<file path="src/rtl/mem_port_arbiter.sv">
// Arbitrates the shared byte-banked data memory between the fetch port and the load/store port,
// tracks reads through the fixed memory latency and steers each returned word to its requester.
`ifndef DATAWIDTH_BYTE
`define DATAWIDTH_BYTE  2'b00
`endif
`ifndef DATAWIDTH_SHORT
`define DATAWIDTH_SHORT 2'b01
`endif
`ifndef DATAWIDTH_WORD
`define DATAWIDTH_WORD  2'b10
`endif

module mem_port_arbiter #(
    parameter int  DATA_DEPTH      = 4096,
    parameter int  READ_LATENCY    = 3,
    parameter int  MAX_DATA_STREAK = 4,
    localparam int ADDR_WIDTH      = 2 + $clog2(DATA_DEPTH)
) (
    input  logic                  clk,
    input  logic                  rst,
    input  logic                  if_req_valid,
    output logic                  if_req_ready,
    input  logic [ADDR_WIDTH-1:0] if_req_addr,
    output logic                  if_rsp_valid,
    output logic [31:0]           if_rsp_data,
    input  logic                  d_req_valid,
    output logic                  d_req_ready,
    input  logic                  d_req_we,
    input  logic [1:0]            d_req_width,
    input  logic [ADDR_WIDTH-1:0] d_req_addr,
    input  logic [31:0]           d_req_wdata,
    output logic                  d_rsp_valid,
    output logic [31:0]           d_rsp_data,
    output logic                  mem_we,
    output logic [1:0]            mem_data_width,
    output logic [ADDR_WIDTH-1:0] mem_addr,
    output logic [31:0]           mem_write_data,
    input  logic [31:0]           mem_read_data
);

    localparam int              SW         = $clog2(MAX_DATA_STREAK + 1);
    localparam logic [SW-1:0]   STREAK_MAX = SW'(MAX_DATA_STREAK);

    logic                    grant_if;
    logic                    grant_d;
    logic                    bubble_q, bubble_d;
    logic [SW-1:0]           streak_q, streak_d;
    logic [READ_LATENCY-1:0] vld_q, vld_d;
    logic [READ_LATENCY-1:0] port_q, port_d;
    logic [ADDR_WIDTH-1:0]   addr_q;
    logic [1:0]              width_q;
    logic [31:0]             if_data_q, d_data_q;
    logic                    rsp_vld;
    logic                    rsp_port;

    always_comb begin
        grant_if = 1'b0;
        grant_d  = 1'b0;
        if (!rst && !bubble_q) begin
            if (if_req_valid && d_req_valid) begin
                if (streak_q == STREAK_MAX) grant_if = 1'b1;
                else                        grant_d  = 1'b1;
            end else begin
                grant_if = if_req_valid;
                grant_d  = d_req_valid;
            end
        end
    end

    assign if_req_ready = grant_if;
    assign d_req_ready  = grant_d;

    // Address and width hold their last driven value on idle cycles.
    always_comb begin
        mem_we         = grant_d & d_req_we;
        mem_write_data = d_req_wdata;
        mem_addr       = addr_q;
        mem_data_width = width_q;
        if (grant_if) begin
            mem_addr       = if_req_addr;
            mem_data_width = `DATAWIDTH_WORD;
        end else if (grant_d) begin
            mem_addr       = d_req_addr;
            mem_data_width = d_req_width;
        end
    end

    always_comb begin
        if (grant_if || !if_req_valid)  streak_d = '0;
        else if (grant_d)               streak_d = (streak_q == STREAK_MAX) ? streak_q : streak_q + SW'(1);
        else                            streak_d = streak_q;
    end

    // The memory commits stores a cycle late, so the cycle after a store issues nothing.
    assign bubble_d = grant_d & d_req_we;

    always_comb begin
        vld_d     = '0;
        port_d    = '0;
        vld_d[0]  = grant_if | (grant_d & ~d_req_we);
        port_d[0] = grant_d;
        for (int i = 1; i < READ_LATENCY; i++) begin
            vld_d[i]  = vld_q[i-1];
            port_d[i] = port_q[i-1];
        end
    end

    assign rsp_vld      = vld_q[READ_LATENCY-1];
    assign rsp_port     = port_q[READ_LATENCY-1];
    assign if_rsp_valid = rsp_vld & ~rsp_port;
    assign d_rsp_valid  = rsp_vld & rsp_port;
    assign if_rsp_data  = if_rsp_valid ? mem_read_data : if_data_q;
    assign d_rsp_data   = d_rsp_valid  ? mem_read_data : d_data_q;

    always_ff @(posedge clk or posedge rst) begin
        if (rst) begin
            bubble_q  <= 1'b0;
            streak_q  <= '0;
            vld_q     <= '0;
            port_q    <= '0;
            if_data_q <= '0;
            d_data_q  <= '0;
        end else begin
            bubble_q <= bubble_d;
            streak_q <= streak_d;
            vld_q    <= vld_d;
            port_q   <= port_d;
            if (if_rsp_valid) if_data_q <= mem_read_data;
            if (d_rsp_valid)  d_data_q  <= mem_read_data;
        end
    end

    always_ff @(posedge clk) begin
        addr_q  <= mem_addr;
        width_q <= mem_data_width;
    end

endmodule

</file>
<file path="config.mk">
export PLATFORM = sky130hd
export DESIGN_NAME = mem_port_arbiter
export DESIGN_NICKNAME = d
export VERILOG_FILES = /design/src/rtl/mem_port_arbiter.sv
export SDC_FILE = /design/constraint.sdc
export NUM_CORES = 1
export LEC_CHECK = 0
export ABC_AREA = 0
export ABC_CLOCK_PERIOD_IN_PS = 2400
export CORE_ASPECT_RATIO = 1.25
export CORE_MARGIN = 5
export CORE_UTILIZATION = 34
export DETAILED_ROUTE_END_ITERATION = 10
export HOLD_SLACK_MARGIN = 0.03
export PLACE_DENSITY_LB_ADDON = 0.08
export SYNTH_ARGS = -nofsm -noshare
export SYNTH_HDL_FRONTEND = slang
export SYNTH_SLANG_ARGS = --single-unit
</file>
<file path="constraint.sdc">
create_clock -name clk -period 2.4 [get_ports clk]
set_clock_uncertainty 0.15 [all_clocks]
set_input_delay 0.48 -clock clk [delete_from_list [all_inputs] [get_ports clk]]
set_output_delay 0.48 -clock clk [all_outputs]
set_load 0.005 [all_outputs]
</file>
==> impl_metrics.prom, run 1 <==
# TYPE chip_impl_metric gauge
chip_impl_info{name="clock-root-buffer",value="sky130_fd_sc_hd__clkbuf_16"} 1
chip_impl_metric{name="switching_power",unit="mW"} 1.16
chip_impl_metric{name="core_area",unit="um2"} 11000
chip_impl_metric{name="nFillCells",unit=""} 1028
chip_impl_metric{name="number_of_nets_still_failing_antenna_checks_after_routing",unit=""} 0
chip_impl_metric{name="slew_viol_final",unit=""} 0
chip_impl_metric{name="chipWidth",unit="um"} 104
chip_impl_metric{name="cts.path.max_buffers",unit=""} 2
chip_impl_metric{name="synth_top_area_share",unit=""} 0.493
chip_impl_metric{name="finish.utilization",unit=""} 0.558
chip_impl_metric{name="floorplan.initialDensity",unit=""} 0.343
chip_impl_metric{name="floorplan.rows",unit=""} 43
chip_impl_metric{name="first_iter_violations",unit=""} 70
chip_impl_metric{name="grt.total_usage",unit=""} 0.144
chip_impl_metric{name="ys_ff_latch",unit=""} 90
chip_impl_metric{name="slew_limit_headroom",unit=""} 0.721
chip_impl_metric{name="place_hpwl",unit="mm"} 6.62
chip_impl_info{name="setup.worst_path.class",value="flop to output pin"} 1
chip_impl_metric{name="vias_per_cell",unit=""} 4.63
chip_impl_metric{name="worstSkewPairLatency",unit="ps"} 330
chip_impl_metric{name="globalRoute.totalOverflow",unit=""} 0
chip_impl_metric{name="nNetsFinal",unit=""} 580
chip_impl_info{name="worstHoldPathType",value="flop to flop"} 1
chip_impl_metric{name="antennaDiodeCount",unit=""} 0
chip_impl_metric{name="total_leakage_power",unit="nW"} 3.03
chip_impl_info{name="yosys.area.top_type",value="sky130_fd_sc_hd__dfrtp_1"} 1
chip_impl_metric{name="report.final.hold_viol_count",unit=""} 0
chip_impl_metric{name="post_synth_inst_count",unit=""} 292
chip_impl_metric{name="crit_path_dat",unit="ps"} 1930
chip_impl_info{name="synth.top_cells.by_area",value="sky130_fd_sc_hd__dfrtp_1 49%, sky130_fd_sc_hd__mux2_2 19%, sky130_fd_sc_hd__dfxtp_1 8.5%"} 1
chip_impl_metric{name="cts_max_level",unit=""} 3
chip_impl_metric{name="hold_buffers",unit=""} 0
chip_impl_metric{name="synthToLayoutAreaGrowth",unit="%"} 62.8
chip_impl_metric{name="grt_start_max_net_pins",unit=""} 34
chip_impl_info{name="tritoncts_clock_tree",value="yes"} 1
chip_impl_info{name="synth_flop_cell",value="sky130_fd_sc_hd__dfrtp_1"} 1
chip_impl_metric{name="final.setup.worst_slack",unit="ps"} -155
chip_impl_metric{name="synthesis.area",unit="um2"} 3760
chip_impl_info{name="status",value="finished, violations left"} 1
chip_impl_metric{name="fin_crit",unit="ps"} 2560
chip_impl_info{name="crit_slowest_cell",value="sky130_fd_sc_hd__dfrtp_1"} 1
chip_impl_metric{name="postSynthNetCount",unit=""} 393
chip_impl_metric{name="setup_tns",unit="ps"} -1650
chip_impl_metric{name="die_y",unit="um"} 128
chip_impl_metric{name="ff2ff_setup_slack",unit="ps"} 120
chip_impl_metric{name="irDropWorstVdd",unit="mV"} 0.345
chip_impl_metric{name="grt_first_pass_wirelength",unit="mm"} 15.3
chip_impl_metric{name="slowest_delay",unit="ps"} 390
chip_impl_metric{name="synth.yosys.seq_area_share",unit=""} 0.578
chip_impl_metric{name="number_of_buffers_created_by_cts",unit=""} 9
chip_impl_metric{name="pwr_density_cell",unit="nW/um2"} 758
chip_impl_metric{name="count_of_tritonroute_iterations_in_the_first_routing_pass",unit=""} 5
chip_impl_metric{name="floorplan.die_area",unit="um2"} 13300
chip_impl_metric{name="stdcell_count",unit=""} 619
chip_impl_info{name="startpoint_type",value="flop"} 1
chip_impl_metric{name="cts.sink_count",unit=""} 90
chip_impl_metric{name="mapped_avg_cell_area",unit="um2"} 12.9
chip_impl_metric{name="clock_edge_transition_at_the_registers_on_the_reported_setup_and_hold_paths",unit="ps"} 60
chip_impl_metric{name="routed-via-count",unit=""} 2868
chip_impl_metric{name="dp.cells",unit=""} 557
chip_impl_metric{name="fmax",unit="MHz"} 391
chip_impl_metric{name="number_of_antenna_violations_at_the_first_check_in_global_routing",unit=""} 0
chip_impl_metric{name="routed_wire_per_std_cell",unit="um"} 16.5
chip_impl_metric{name="number_of_port_buffers",unit=""} 151
chip_impl_metric{name="p_sw_frac",unit=""} 0.249
chip_impl_metric{name="critical_path_peak_fanout",unit=""} 8
chip_impl_metric{name="period_share",unit=""} 1.06
chip_impl_metric{name="synthArstFlopShare",unit=""} 0.822
chip_impl_metric{name="clkPwrFrac",unit=""} 0.275
chip_impl_metric{name="timing.critical_path.buf_inv",unit=""} 3
chip_impl_info{name="violated_checks",value="negative setup slack"} 1
chip_impl_metric{name="ys_warn_count",unit=""} 0
chip_impl_info{name="worstPathCellList",value="inv_2 > ha_4 > nand2_4 > o211a_4 > buf_12 > a222oi_1 > buf_2"} 1
chip_impl_metric{name="cellInternalPower",unit="mW"} 3.48
chip_impl_metric{name="ioPinCount",unit=""} 216
chip_impl_metric{name="dp_slack",unit="ps"} -642
chip_impl_info{name="setup.worst_path.end_class",value="output pin"} 1
chip_impl_metric{name="routed_wirelength",unit="mm"} 10.2
chip_impl_metric{name="final_layout_size_suffix_gt1_frac",unit=""} 0.446
chip_impl_metric{name="number_of_global_route_vias_before_repair",unit=""} 3032
chip_impl_metric{name="max-cap-violations",unit=""} 0
chip_impl_metric{name="gpl.final_weighted_congestion",unit=""} 0.727
chip_impl_metric{name="setup_viol",unit=""} 16
chip_impl_info{name="grt_setup_unrepaired",value="yes"} 1
chip_impl_metric{name="ys_types",unit=""} 31
chip_impl_metric{name="critical_path_required",unit="ps"} 1770
chip_impl_metric{name="synth_enable_flop_cells",unit=""} 0
chip_impl_info{name="critPathTopFamily",value="compound AO/OA/AOI/OAI gates"} 1
chip_impl_metric{name="pwr-share-comb",unit=""} 0.310
chip_impl_metric{name="slew_at_the_pin_closest_to_its_max_slew_limit",unit="ps"} 418
chip_impl_metric{name="power_frac_seq",unit=""} 0.415
chip_impl_metric{name="route.detailed.drc",unit=""} 0
[cells by family after synthesis]
group	count (synthesis)	share of synthesized area
AO/OA/AOI/OAI	26	0.0619
adder cells (fa/ha/maj)	2	0.00665
buffers and inverters	92	0.132
flip-flops	90	0.578
multiplexers	64	0.192
AND/OR/NAND/NOR	18	0.0300
[layer usage]
| metal | global-route usage | vias up | routed length (um) | part of all wire |
|---|---|---|---|---|
| li1 | - | 1326 | - | - |
| met1 | 0.165 | 1401 | 4110 | 0.40 |
| met2 | 0.245 | 116 | 5090 | 0.50 |
| met3 | 0.0460 | 25 | 764 | 0.075 |
| met4 | 0.0709 | 0 | 251 | 0.025 |
| met5 | 0 | - | 0 | 0 |
[power by group through the flow]
stage	sequential (mW)	clock (mW)	combinational (mW)
2_1_floorplan	1.92	0	0.564
3_3_place_gp	1.93	0	1.41
3_5_place_dp	1.94	0	1.42
4_1_cts	1.92	1.32	1.33
5_1_grt	1.95	1.38	1.57
6_report	1.93	1.27	1.44
[Yosys cell counts (all sizes together) (2+ instances only)]
cell type and number:
a21oi 4, a222oi 14, buf 42, clkbuf 2
dfrtp 74, dfxtp 16, ha 2, inv 48
mux2 64, nand2 5, nand4 3, nand4b 2
nor2 2, nor2b 2, o21ai 2
[registers in the layout, indices dropped and copies added (netlist names)]
name and cells:
d_data_q 32, if_data_q 32, addr_q 14, port_q 3, streak_q 3, vld_q 3
width_q 2, bubble_q 1
[final timing paths]
path | startpoint | to | cells past startpoint
max | streak_q[0]$_DFFE_PP0P_ | mem_addr[8] | 7
max in group asynchronous | rst | streak_q[1]$_DFFE_PP0P_ | 4
min | port_q[0]$_DFF_PP0_ | port_q[1]$_DFF_PP0_ | 0
min reg2reg | port_q[0]$_DFF_PP0_ | port_q[1]$_DFF_PP0_ | 0
min in group asynchronous | rst | streak_q[0]$_DFFE_PP0P_ | 3
max reg2reg | streak_q[0]$_DFFE_PP0P_ | addr_q[5]$_DFF_P_ | 12
[placed cells by master (no fill, tap or decap), drive strengths merged, types with 3 or more instances in the layout]
cell	count
clkdlybuf4s15	17
dlygate4sd2	16
clkdlybuf4s50	64
dfxtp	16
nand2	5
nand4	3
mux2	64
buf	86
a222oi	14
clkbuf	49
dfrtp	74
inv	47
a21oi	4
[through the flow]
step / hold slack (ps) / power [mW] / instance area [um2]
after floorplan: 181 / 2.48 / 3760
after global placement: 187 / 3.34 / 5400
after detailed placement: 186 / 3.37 / 5400
after CTS: 201 / 4.57 / 5910
after global routing: 208 / 4.91 / 6120
final: 198 / 4.64 / 6120
[repair_timing]
action	CTS	global route
cloned	3	4
gates resized for setup	171	138
pin swaps	17	10
buffers inserted	34	9
setup endpoints to repair	83	57
[area by class of cell]
class,instances,area (um2),area share
Clock buffer,13,250,0.0409
Clock inverter,3,17.5,0.00286
Inverter,48,184,0.0300
Multi-Input combinational cell,110,1310,0.214
Sequential cell,90,2170,0.355
Tap cell,135,169,0.0276
Timing Repair Buffer,220,2010,0.329
Power figures use the tool's default switching activity.
==> inputs of run 2 (changes only) <==
CORE_ASPECT_RATIO = 0.8   (was 1.25)
==> impl_metrics.prom, run 2 (synthesized netlist as in run 1, its figures left out) <==
# TYPE chip_impl_metric gauge
chip_impl_metric{name="finish.utilization",unit=""} 0.562
chip_impl_metric{name="route.detailed.drc",unit=""} 0
chip_impl_metric{name="dp.cells",unit=""} 561
chip_impl_metric{name="cellInternalPower",unit="mW"} 3.41
chip_impl_metric{name="cts.sink_count",unit=""} 90
chip_impl_metric{name="core_area",unit="um2"} 10800
chip_impl_metric{name="worstSkewPairLatency",unit="ps"} 330
chip_impl_metric{name="dp_slack",unit="ps"} -655
chip_impl_metric{name="first_iter_violations",unit=""} 135
chip_impl_metric{name="crit_path_dat",unit="ps"} 2000
chip_impl_metric{name="clkPwrFrac",unit=""} 0.284
chip_impl_metric{name="pwr-share-comb",unit=""} 0.292
chip_impl_metric{name="nFillCells",unit=""} 961
chip_impl_metric{name="number_of_antenna_violations_at_the_first_check_in_global_routing",unit=""} 0
chip_impl_info{name="final_common_cell",value="sky130_fd_sc_hd__dfrtp_1"} 1
chip_impl_metric{name="slew_at_the_pin_closest_to_its_max_slew_limit",unit="ps"} 417
chip_impl_metric{name="number_of_global_route_vias_before_repair",unit=""} 2823
chip_impl_metric{name="gpl.final_weighted_congestion",unit=""} 0.732
chip_impl_metric{name="die_y",unit="um"} 104
chip_impl_metric{name="count_of_tritonroute_iterations_in_the_first_routing_pass",unit=""} 6
chip_impl_metric{name="cts.path.max_buffers",unit=""} 2
chip_impl_info{name="worstHoldPathType",value="flop to flop"} 1
chip_impl_metric{name="hold_buffers",unit=""} 0
chip_impl_metric{name="chipWidth",unit="um"} 128
chip_impl_metric{name="final.setup.worst_slack",unit="ps"} -228
chip_impl_metric{name="total_leakage_power",unit="nW"} 3.11
chip_impl_info{name="setup.worst_path.class",value="flop to output pin"} 1
chip_impl_metric{name="vias_per_cell",unit=""} 4.52
chip_impl_metric{name="period_share",unit=""} 1.10
chip_impl_metric{name="clock_edge_transition_at_the_registers_on_the_reported_setup_and_hold_paths",unit="ps"} 60
chip_impl_metric{name="power_frac_seq",unit=""} 0.424
chip_impl_info{name="startpoint_type",value="flop"} 1
chip_impl_metric{name="number_of_buffers_created_by_cts",unit=""} 9
chip_impl_metric{name="cts_max_level",unit=""} 3
chip_impl_metric{name="max-cap-violations",unit=""} 0
chip_impl_metric{name="multiInputGateArea",unit="um2"} 1250
chip_impl_metric{name="routed_wire_per_std_cell",unit="um"} 17.0
chip_impl_metric{name="critical_path_required",unit="ps"} 1770
chip_impl_info{name="status",value="finished, violations left"} 1
chip_impl_metric{name="nNetsFinal",unit=""} 581
chip_impl_metric{name="switching_power",unit="mW"} 1.12
chip_impl_metric{name="fin_crit",unit="ps"} 2630
chip_impl_metric{name="fmax",unit="MHz"} 380
chip_impl_metric{name="critical_path_peak_fanout",unit=""} 7
chip_impl_metric{name="routed_wirelength",unit="mm"} 10.6
chip_impl_metric{name="irDropWorstVdd",unit="mV"} 0.461
chip_impl_metric{name="ioPinCount",unit=""} 216
chip_impl_metric{name="number_of_nets_still_failing_antenna_checks_after_routing",unit=""} 0
chip_impl_info{name="mostFrequentLayoutCells",value="73 x sky130_fd_sc_hd__dfrtp_1, 64 x sky130_fd_sc_hd__clkdlybuf4s50_1, 45 x sky130_fd_sc_hd__buf_4"} 1
chip_impl_info{name="reg_top3",value="d_data_q (32), if_data_q (32), addr_q (14)"} 1
chip_impl_info{name="grt_setup_unrepaired",value="yes"} 1
chip_impl_metric{name="stdcell_count",unit=""} 628
chip_impl_metric{name="slew_limit_headroom",unit=""} 0.722
chip_impl_metric{name="p_sw_frac",unit=""} 0.248
chip_impl_metric{name="number_of_port_buffers",unit=""} 151
chip_impl_metric{name="place_hpwl",unit="mm"} 6.79
chip_impl_info{name="violated_checks",value="negative setup slack"} 1
chip_impl_metric{name="globalRoute.totalOverflow",unit=""} 0
chip_impl_metric{name="floorplan.rows",unit=""} 34
chip_impl_metric{name="grt_first_pass_wirelength",unit="mm"} 15.0
chip_impl_metric{name="floorplan.die_area",unit="um2"} 13300
chip_impl_metric{name="grt.total_usage",unit=""} 0.142
chip_impl_metric{name="setup_viol",unit=""} 20
chip_impl_metric{name="floorplan.initialDensity",unit=""} 0.347
chip_impl_info{name="setup.worst_path.end_class",value="output pin"} 1
chip_impl_metric{name="pwr_density_cell",unit="nW/um2"} 743
chip_impl_metric{name="slew_viol_final",unit=""} 0
chip_impl_metric{name="grt_start_max_net_pins",unit=""} 43
chip_impl_metric{name="antennaDiodeCount",unit=""} 0
chip_impl_metric{name="sequential_cell_area",unit="um2"} 2170
chip_impl_info{name="tritoncts_clock_tree",value="yes"} 1
chip_impl_metric{name="routed-via-count",unit=""} 2840
chip_impl_metric{name="report.final.hold_viol_count",unit=""} 0
chip_impl_metric{name="final_layout_size_suffix_gt1_frac",unit=""} 0.457
chip_impl_info{name="clock-root-buffer",value="sky130_fd_sc_hd__clkbuf_16"} 1
chip_impl_metric{name="synthToLayoutAreaGrowth",unit="%"} 62.3
## run 2: cell types whose count changed in the layout (fill, tap and decap cells not counted), moves of 10 or more
cell                              change
sky130_fd_sc_hd__dlymetal6s2s_1      +14
sky130_fd_sc_hd__mux2_4              -16
sky130_fd_sc_hd__mux2_2              +16
sky130_fd_sc_hd__clkbuf_2            +10
sky130_fd_sc_hd__clkdlybuf4s15_1     -10
sky130_fd_sc_hd__dlygate4sd2_1       -10
## run 2: worst max-delay path: stages (launching register included)
cell and delay (ps):
sky130_fd_sc_hd__dfrtp_1 370, sky130_fd_sc_hd__inv_2 60, sky130_fd_sc_hd__ha_4 170, sky130_fd_sc_hd__nand2_4 70, sky130_fd_sc_hd__buf_6 100, sky130_fd_sc_hd__a211oi_4 70
sky130_fd_sc_hd__buf_12 150, sky130_fd_sc_hd__buf_12 120, sky130_fd_sc_hd__a222oi_1 380, sky130_fd_sc_hd__buf_2 190
## run 2: area by class of cell
| class | instances | area share |
|---|---|---|
| Clock buffer | 13 | 0.0427 |
| Clock inverter | 2 | 0.00205 |
| Inverter | 48 | 0.0301 |
| Multi-Input combinational cell | 110 | 0.204 |
| Sequential cell | 90 | 0.356 |
| Tap cell | 144 | 0.0295 |
| Timing Repair Buffer | 221 | 0.335 |
## run 2: layer usage
metal	share of wire	track usage	wire [um]
met4	0.014	0.0432	148
met2	0.47	0.222	4960
met1	0.42	0.170	4490
met3	0.099	0.0739	1050
met5	0	0	0
## run 2: power groups by stage
stage	Combinational [mW]	Sequential [mW]	Clock, mW
final	1.32	1.92	1.29
after global routing	1.44	1.95	1.39
after CTS	1.32	1.92	1.34
after detailed placement	1.40	1.94	0
after global placement	1.40	1.93	0
after floorplan	0.564	1.92	0
## run 2: repair_timing
action	CTS	global route
cloned	2	5
gates resized for setup	144	133
setup endpoints to repair	83	72
setup buffers	12	34
pin swaps	17	16
## run 2: worst paths after layout
| check | cells after the start | start | endpoint | slack [ps] |
|---|---|---|---|---|
| worst min-delay path | 0 | vld_q[1]$_DFF_PP0_ | vld_q[2]$_DFF_PP0_ | 200 |
| worst max-delay path | 9 | streak_q[0]$_DFFE_PP0P_ | mem_addr[7] | -230 |
| worst max register to register | 10 | streak_q[0]$_DFFE_PP0P_ | addr_q[8]$_DFF_P_ | 420 |
| min in group asynchronous | 4 | rst | bubble_q$_DFF_PP0_ | 400 |
| worst min register to register | 0 | vld_q[1]$_DFF_PP0_ | vld_q[2]$_DFF_PP0_ | 200 |
| max in group asynchronous | 4 | rst | if_data_q[18]$_DFF_PP0_ | 1310 |
## run 2: through the flow
step	cell area, um2	power (mW)	hold slack, ps	setup TNS [ps]
floorplan	3760	2.48	181	0
global placement	5350	3.33	182	-10260
detailed placement	5350	3.35	186	-10650
CTS	5760	4.58	199	-6790
global route	6100	4.79	213	-4790
finish	6100	4.53	198	-2380
